**src/rtl/fwd_hazard_unit.sv**
```systemverilog
// Forwarding-select and load-use stall unit for a 5-stage pipeline.
// Keeps EX/MEM/WB shadow slots of register ids and decodes operand selects from them.
module fwd_hazard_unit #(
    parameter int unsigned CNT_W = 16
) (
    input  logic             clk_i,
    input  logic             rst_i,
    input  logic             id_valid_i,
    input  logic [4:0]       id_rs_i,
    input  logic [4:0]       id_rt_i,
    input  logic [4:0]       id_rd_i,
    input  logic             id_regwrite_i,
    input  logic             id_memread_i,
    input  logic             flush_i,
    output logic [1:0]       fwdA_o,
    output logic [1:0]       fwdB_o,
    output logic             stall_o,
    output logic [CNT_W-1:0] stall_cnt_o
);

    typedef struct packed {
        logic [4:0] rs;
        logic [4:0] rt;
        logic [4:0] rd;
        logic       regwrite;
        logic       memread;
    } slot_t;

    localparam slot_t Bubble = '0;

    slot_t            ex_q, mem_q, wb_q;
    slot_t            ex_d;
    logic [CNT_W-1:0] cnt_q, cnt_d;

    function automatic logic slot_writes(slot_t s, logic [4:0] r);
        return s.regwrite && (s.rd == r) && (r != 5'd0);
    endfunction

    // MEM wins over WB because it holds the younger result.
    function automatic logic [1:0] fwd_sel(logic [4:0] r);
        if (slot_writes(mem_q, r)) begin
            return 2'd2;
        end else if (slot_writes(wb_q, r)) begin
            return 2'd1;
        end
        return 2'd0;
    endfunction

    always_comb begin
        fwdA_o = fwd_sel(ex_q.rs);
        fwdB_o = fwd_sel(ex_q.rt);
    end

    always_comb begin
        stall_o = id_valid_i && !flush_i && ex_q.memread &&
                  (slot_writes(ex_q, id_rs_i) || slot_writes(ex_q, id_rt_i));
    end

    always_comb begin
        ex_d = Bubble;
        if (id_valid_i && !flush_i && !stall_o) begin
            ex_d.rs       = id_rs_i;
            ex_d.rt       = id_rt_i;
            ex_d.rd       = id_rd_i;
            ex_d.regwrite = id_regwrite_i;
            ex_d.memread  = id_memread_i;
        end
    end

    always_comb begin
        cnt_d = cnt_q;
        if (stall_o && (cnt_q != {CNT_W{1'b1}})) begin
            cnt_d = cnt_q + 1'b1;
        end
    end

    always_ff @(posedge clk_i or negedge rst_i) begin
        if (!rst_i) begin
            ex_q  <= Bubble;
            mem_q <= Bubble;
            wb_q  <= Bubble;
            cnt_q <= '0;
        end else begin
            ex_q  <= ex_d;
            mem_q <= ex_q;
            wb_q  <= mem_q;
            cnt_q <= cnt_d;
        end
    end

    assign stall_cnt_o = cnt_q;

endmodule

```
**config.mk**
```make
export PLATFORM = sky130hd
export DESIGN_NAME = fwd_hazard_unit
export DESIGN_NICKNAME = d
export VERILOG_FILES = /design/src/rtl/fwd_hazard_unit.sv
export SDC_FILE = /design/constraint.sdc
export NUM_CORES = 1
export LEC_CHECK = 0
export ABC_AREA = 1
export CORE_ASPECT_RATIO = 1.2
export CORE_MARGIN = 2
export CORE_UTILIZATION = 48
export DETAILED_ROUTE_END_ITERATION = 7
export GPL_TIMING_DRIVEN = 0
export PLACE_DENSITY = 0.84
export SLEW_MARGIN = 20
export SYNTH_ARGS = -nofsm -noshare
export SYNTH_HDL_FRONTEND = slang
export SYNTH_SLANG_ARGS = --single-unit
```
**constraint.sdc**
```tcl
create_clock -name clk_i -period 1.8 [get_ports clk_i]
set_clock_uncertainty 0.2 [all_clocks]
set_input_delay 0.18 -clock clk_i [delete_from_list [all_inputs] [get_ports clk_i]]
set_output_delay 0.18 -clock clk_i [all_outputs]
set_load 0.005 [all_outputs]
```
==> results.toml, run 1 <==
[clock_network]
cts.clk_slew.worst_paths_ps = 90
clock_latency_ps = 310
cts_made_buffers = 5
clk_path_buf_depth = 2
cts_tree = "built"
ctsRootBufferMaster = "clkbuf_8"
clkSinkCount = 45
htree_levels = 2

[sta]
slew-limit-headroom = 0.640
finalCritPeriodShare = 1.06
hold_violations = 0
finalSetupViolCount = 12
fin_crit_ps = 1900
fmax_mhz = 526
tightest_slew_ps = 540
final.setup.worst_slack_ps = -102
rsz0062_at_grt = "yes"
maxSlewViolCount = 0

[layout]
layout_commonest_cell = "nand2_1"
final_cell_mix = "nand2_1, nor2_1, inv_1, dfrtp_1, clkdlybuf4s50_1"
drive_above_1_share = 0.310
antennaDiodeCount = 0
final_nets = 418
area_growth_pct = 44.0

[min_path]
hold_path.class = "in -> reg"

[routing]
wl_per_cell_um = 15.1
drt_first_pass_iters = 4
vias_per_cell = 5.37
drt-total-wl_mm = 6.92
ant_nets = 0
drt_iter0_drc = 204
vias = 2456
drc = 0

[power_and_ir_drop]
power.internal_w = 0.00143
pwr_density_cell_nw_per_um2 = 554
combPwrFrac = 0.123
p_clk_frac = 0.329
vdd_drop_max_mv = 0.487
switching_share = 0.266
power.total_w = 0.00195
leakage_nw = 1.72
p_switching_w = 0.000517
seqPwrFrac = 0.548

[grt]
antenna_found_initial = 0
gr-total-overflow = 0
grt_pass1_wl_mm = 10.6
grt_pass1_vias = 2360
track_usage = 0.237
grt_max_degree = 30

[run_status]
outcome = "finished, violations left"
violations = "setup timing"

[critical_path]
setup.worst_path.end_class = "output port"
crit_required_ps = 1420
path_max_fanout = 2
arrival_ps = 1520
cp-start-kind = "register"
crit_type = "reg -> out"

[yosys]
syn_inst = 317
synth_cell_types = 27
ys_seq_area_frac = 0.462
syn_area_per_cell_um2 = 7.68
syn_nets = 339
synth-seq-cells = 45
syn_area_um2 = 2440
synth_warnings = 0

[placed_design]
hpwl_mm = 4.02
place_congestion = 0.969
pre_cts_ws_ps = -622
port_buffers = 41

[floorplanning]
die_area_um2 = 5660
rows = 28
core_area_um2 = 4900
die_x_um = 69.0
initial_core_util = 0.497
fp.dieH_um = 82.0
io_pins = 42

[run]
max_cap_violations = 0
==> cell type report <==
class,instances,area [um^2]
flip-flops and latches,45,1140
well taps,60,75.1
repair buffers,73,689
inverters,47,176
fillers,364,1400
clock buffers,5,68.8
multi-input cells,220,1300
plain buffers,4,38.8
clock inverters,3,21.3
==> registers in the layout (all words and copies together) (netlist names) <==
register	flops
mem_q	6
wb_q	6
stall_cnt_o	16
ex_q	17
==> worst max-delay path, stage by stage, from the launching register on <==
cell	delay [ps]
dfrtp_1	420
buf_6	140
xnor2_2	130
o211ai_1	130
nor3_2	210
nor2_1	60
buf_2	120
==> through the flow <==
stage | instances | instance area, um^2 | util | TNS, ps | hold slack [ps]
6_report | 457 | 3510 | 0.715 | -394 | 2.31
5_1_grt | 457 | 3510 | 0.715 | -1330 | 13.6
4_1_cts | 451 | 3280 | 0.668 | -75.4 | 110
3_5_place_dp | 419 | 2940 | 0.599 | -9320 | -70.7
3_3_place_gp | 418 | 2920 | 0.596 | -43960 | 185
2_1_floorplan | 317 | 2440 | - | 0 | -316
==> power groups by stage <==
| stage | Combinational [W] | Clock (W) | Sequential [W] |
|---|---|---|---|
| after floorplan | 0.0000922 | 0 | 0.00107 |
| after global placement | 0.000176 | 0 | 0.00108 |
| after detailed placement | 0.000185 | 0 | 0.00108 |
| after CTS | 0.000211 | 0.000648 | 0.00106 |
| after global routing | 0.000265 | 0.000694 | 0.00107 |
| final | 0.000239 | 0.000641 | 0.00107 |
==> cell usage after synthesis <==
cell | number | area [um^2]
nand2_1 | 100 | 375
a21boi_0 | 1 | 7.51
nand4_1 | 23 | 144
o211ai_1 | 1 | 7.51
nand3_4 | 1 | 17.5
nand3_1 | 8 | 40.0
buf_8 | 1 | 15.0
nor3b_2 | 1 | 12.5
xor2_1 | 8 | 70.1
or2_2 | 1 | 6.26
o21ai_0 | 5 | 25.0
nand2_4 | 2 | 22.5
nand2_2 | 2 | 12.5
inv_1 | 44 | 165
o22ai_1 | 2 | 12.5
a21oi_1 | 3 | 15.0
dfrtp_1 | 45 | 1130
nor2_4 | 2 | 22.5
nand3_2 | 1 | 10.0
xnor2_1 | 8 | 70.1
ha_1 | 1 | 12.5
inv_2 | 3 | 11.3
o2111ai_1 | 3 | 26.3
nor2_1 | 42 | 158
nor3_1 | 5 | 25.0
buf_2 | 3 | 15.0
buf_6 | 1 | 11.3
==> final timing paths <==
path | to | slack, ps | start | depth (start not counted)
worst max-delay path | fwdB_o[0] | -100 | ex_q[11]$_DFF_PN0_ | 6
worst min-delay path | ex_q[14]$_DFF_PN0_ | 2 | id_rs_i[2] | 3
worst max register to register | stall_cnt_o[13]$_DFFE_PN0P_ | -20 | ex_q[3]$_DFF_PN0_ | 11
worst min register to register | wb_q[1]$_DFF_PN0_ | 230 | mem_q[1]$_DFF_PN0_ | 0
max in group asynchronous | ex_q[15]$_DFF_PN0_ | 770 | rst_i | 3
min in group asynchronous | ex_q[1]$_DFF_PN0_ | 130 | rst_i | 2
==> timing repair <==
item,CTS,global route
cloned,1,0
setup endpoints to repair,31,31
buffers inserted,22,7
gates resized for setup,45,65
hold endpoints to repair,45,0
hold buffers,1,0
pin swaps,17,21
==> layer usage <==
metal	part of all wire	wire length, um	track usage	vias up
met2	0.52	3620	0.425	87
met3	0.047	327	0.0270	24
met5	0	0	0	-
li1	-	-	-	1160
met1	0.39	2730	0.272	1185
met4	0.036	246	0.155	0
==> kinds of logic after synthesis <==
| family | Yosys count | synth area share |
|---|---|---|
| AOI/OAI and AO/OA | 15 | 0.0385 |
| xor gates and xnor gates | 16 | 0.0575 |
| adders and majority gates | 1 | 0.00514 |
| buffers and inverters | 52 | 0.0894 |
| DFF | 45 | 0.462 |
| and+or+nand+nor | 188 | 0.347 |
(Power assumes the default switching activity.)
==> run 2: changes to the inputs <==
- CAP_MARGIN: unset -> 20
- CORE_MARGIN: 2 -> unset
==> run 2 against run 1 <==
  * The run still ends with setup timing left
  * Die area decreased by 5.3%
  * Power rose by 0.59%
  * Maximum frequency is 5.4% lower
  * Clock-buffer cell count is the same
  * Sequential share of layout area hardly changed
  * Hold slack improved by 150 ps
  * First-iteration DRC count shrank 23%
  * Largest power group unchanged
==> results.toml, run 2 (synthesis results as in run 1) <==
[placed_design]
place_congestion = 0.936
hpwl_mm = 4.08
port_buffers = 41
pre_cts_ws_ps = -697

[sta]
fin_crit_ps = 2010
maxSlewViolCount = 0
rsz0062_at_grt = "yes"
finalSetupViolCount = 30
holdWs_ps = 149
fmax_mhz = 497
final.setup.worst_slack_ps = -210
finalCritPeriodShare = 1.12
hold_violations = 0
slew-limit-headroom = 0.692
tightest_slew_ps = 462
fin_setup_tns_ps = -2340

[routing]
drc = 0
drt_iter0_drc = 158
drt-total-wl_mm = 6.90
vias_per_cell = 5.33
ant_nets = 0
vias = 2438
drt_first_pass_iters = 5
wl_per_cell_um = 15.1

[layout]
final_nets = 418
area_growth_pct = 43.5
drive_above_1_share = 0.305
antennaDiodeCount = 0
max_flop_register = "ex_q"
final_cell_mix = "nand2_1, inv_1, dfrtp_1, clkdlybuf4s50_1, nor2_1"
layout_commonest_cell = "nand2_1"
largest_reg_flops = 17
fill_cells = 371

[critical_path]
path_cells = "buf_4 -> xnor2_1 -> nand4_1 -> nor2_2 -> buf_4 -> nor2_2 -> buf_2"
cp-start-kind = "register"
crit_family = "flip-flops"
critPathSlowestCell = "dfrtp_2"
r2r.worst_path.cells = 11
cp_num_buf_inv = 3
crit_type = "reg -> out"
crit_cells = 7
setup.worst_path.end_class = "output port"
crit_required_ps = 1420
path_max_fanout = 4
r2r_slack_ps = -130
cp_slowest_stage_delay_ps = 460
arrival_ps = 1630

[run_status]
violations = "setup timing"
outcome = "finished, violations left"

[power_and_ir_drop]
leakage_nw = 1.70
vdd_drop_max_mv = 0.583
power.total_w = 0.00196
pwr_density_cell_nw_per_um2 = 560

[clock_network]
ctsRootBufferMaster = "clkbuf_8"
cts_made_buffers = 5
cts.clk_slew.worst_paths_ps = 90
clock_latency_ps = 300
htree_levels = 2
clkSinkCount = 45
clk_path_buf_depth = 2
cts_tree = "built"

[grt]
grt_max_degree = 30
grt_pass1_vias = 2206
grt_pass1_wl_mm = 9.77
track_usage = 0.241
antenna_found_initial = 0
gr-total-overflow = 0

[floorplanning]
core_area_um2 = 4900
die_x_um = 67.0
fp.dieH_um = 80.0
die_area_um2 = 5370
initial_core_util = 0.497
rows = 28
io_pins = 42

[run]
max_cap_violations = 0

[min_path]
hold_path.class = "in -> async"
run 2: cell types whose count changed in the layout (fill, tap and decap cells not counted), sizes merged:
cell	previous run	this run
clkdlybuf4s50	32	35
dlymetal6s2s	2	0
buf	40	39
clkbuf	6	7
dlygate4sd2	1	0
run 2: where the power goes:
part / total [W] / switching (W) / internal, W
registers: 0.00107 / 0.0000302 / 0.00104
clock network: 0.000644 / 0.000368 / 0.000276
logic: 0.000246 / 0.000125 / 0.000121
total: 0.00196 / 0.000523 / 0.00143
run 2: layout make-up:
| cell class | count | area [um^2] | share of cell area |
|---|---|---|---|
| Multi-Input combinational cell | 220 | 1290 | 0.369 |
| Sequential cell | 45 | 1140 | 0.325 |
| Timing Repair Buffer | 72 | 672 | 0.192 |
| Inverter | 47 | 176 | 0.0505 |
| Tap cell | 60 | 75.1 | 0.0215 |
| Clock buffer | 5 | 68.8 | 0.0197 |
| Buffer | 5 | 57.6 | 0.0165 |
| Clock inverter | 3 | 21.3 | 0.00608 |
run 2: per-layer routing:
layer  up-vias  track usage  share of wire
met3        23       0.0300          0.053
met2        91        0.415           0.52
met5         -            0              0
met1      1167        0.303           0.40
li1       1157            -              -
met4         0       0.0894          0.026
run 2: metrics by stage:
| stage | util | instances | instance area [um^2] |
|---|---|---|---|
| final | 0.713 | 457 | 3500 |
| after global routing | 0.713 | 457 | 3500 |
| after CTS | 0.655 | 444 | 3210 |
| after detailed placement | 0.599 | 419 | 2940 |
| after global placement | 0.596 | 418 | 2920 |
| after floorplan | - | 317 | 2440 |
run 2: timing repair:
item	in CTS	in global routing
endpoints found under the setup margin	31	21
gates cloned	0	1
buffers inserted	16	12
resized for setup	39	64
hold endpoints to repair	45	0
hold buffers	1	0
pin swaps	17	23
run 2: worst reg2reg max path: cells and delay by family (launching register included):
family / cells / cell delay (ps)
flip-flops: 1 / 430
AND/OR/NAND/NOR: 8 / 810
buffers and inverters: 3 / 390
run 2: worst paths after layout:
check                                         from                           to
max in group asynchronous                    rst_i            ex_q[4]$_DFF_PN0_
worst max-delay path            ex_q[16]$_DFF_PN0_                    fwdA_o[0]
worst min-delay path                         rst_i  stall_cnt_o[12]$_DFFE_PN0P_
worst max register to register   ex_q[3]$_DFF_PN0_  stall_cnt_o[14]$_DFFE_PN0P_
min in group clk_i                    id_memread_i            ex_q[0]$_DFF_PN0_
worst min register to register   ex_q[1]$_DFF_PN0_           mem_q[1]$_DFF_PN0_
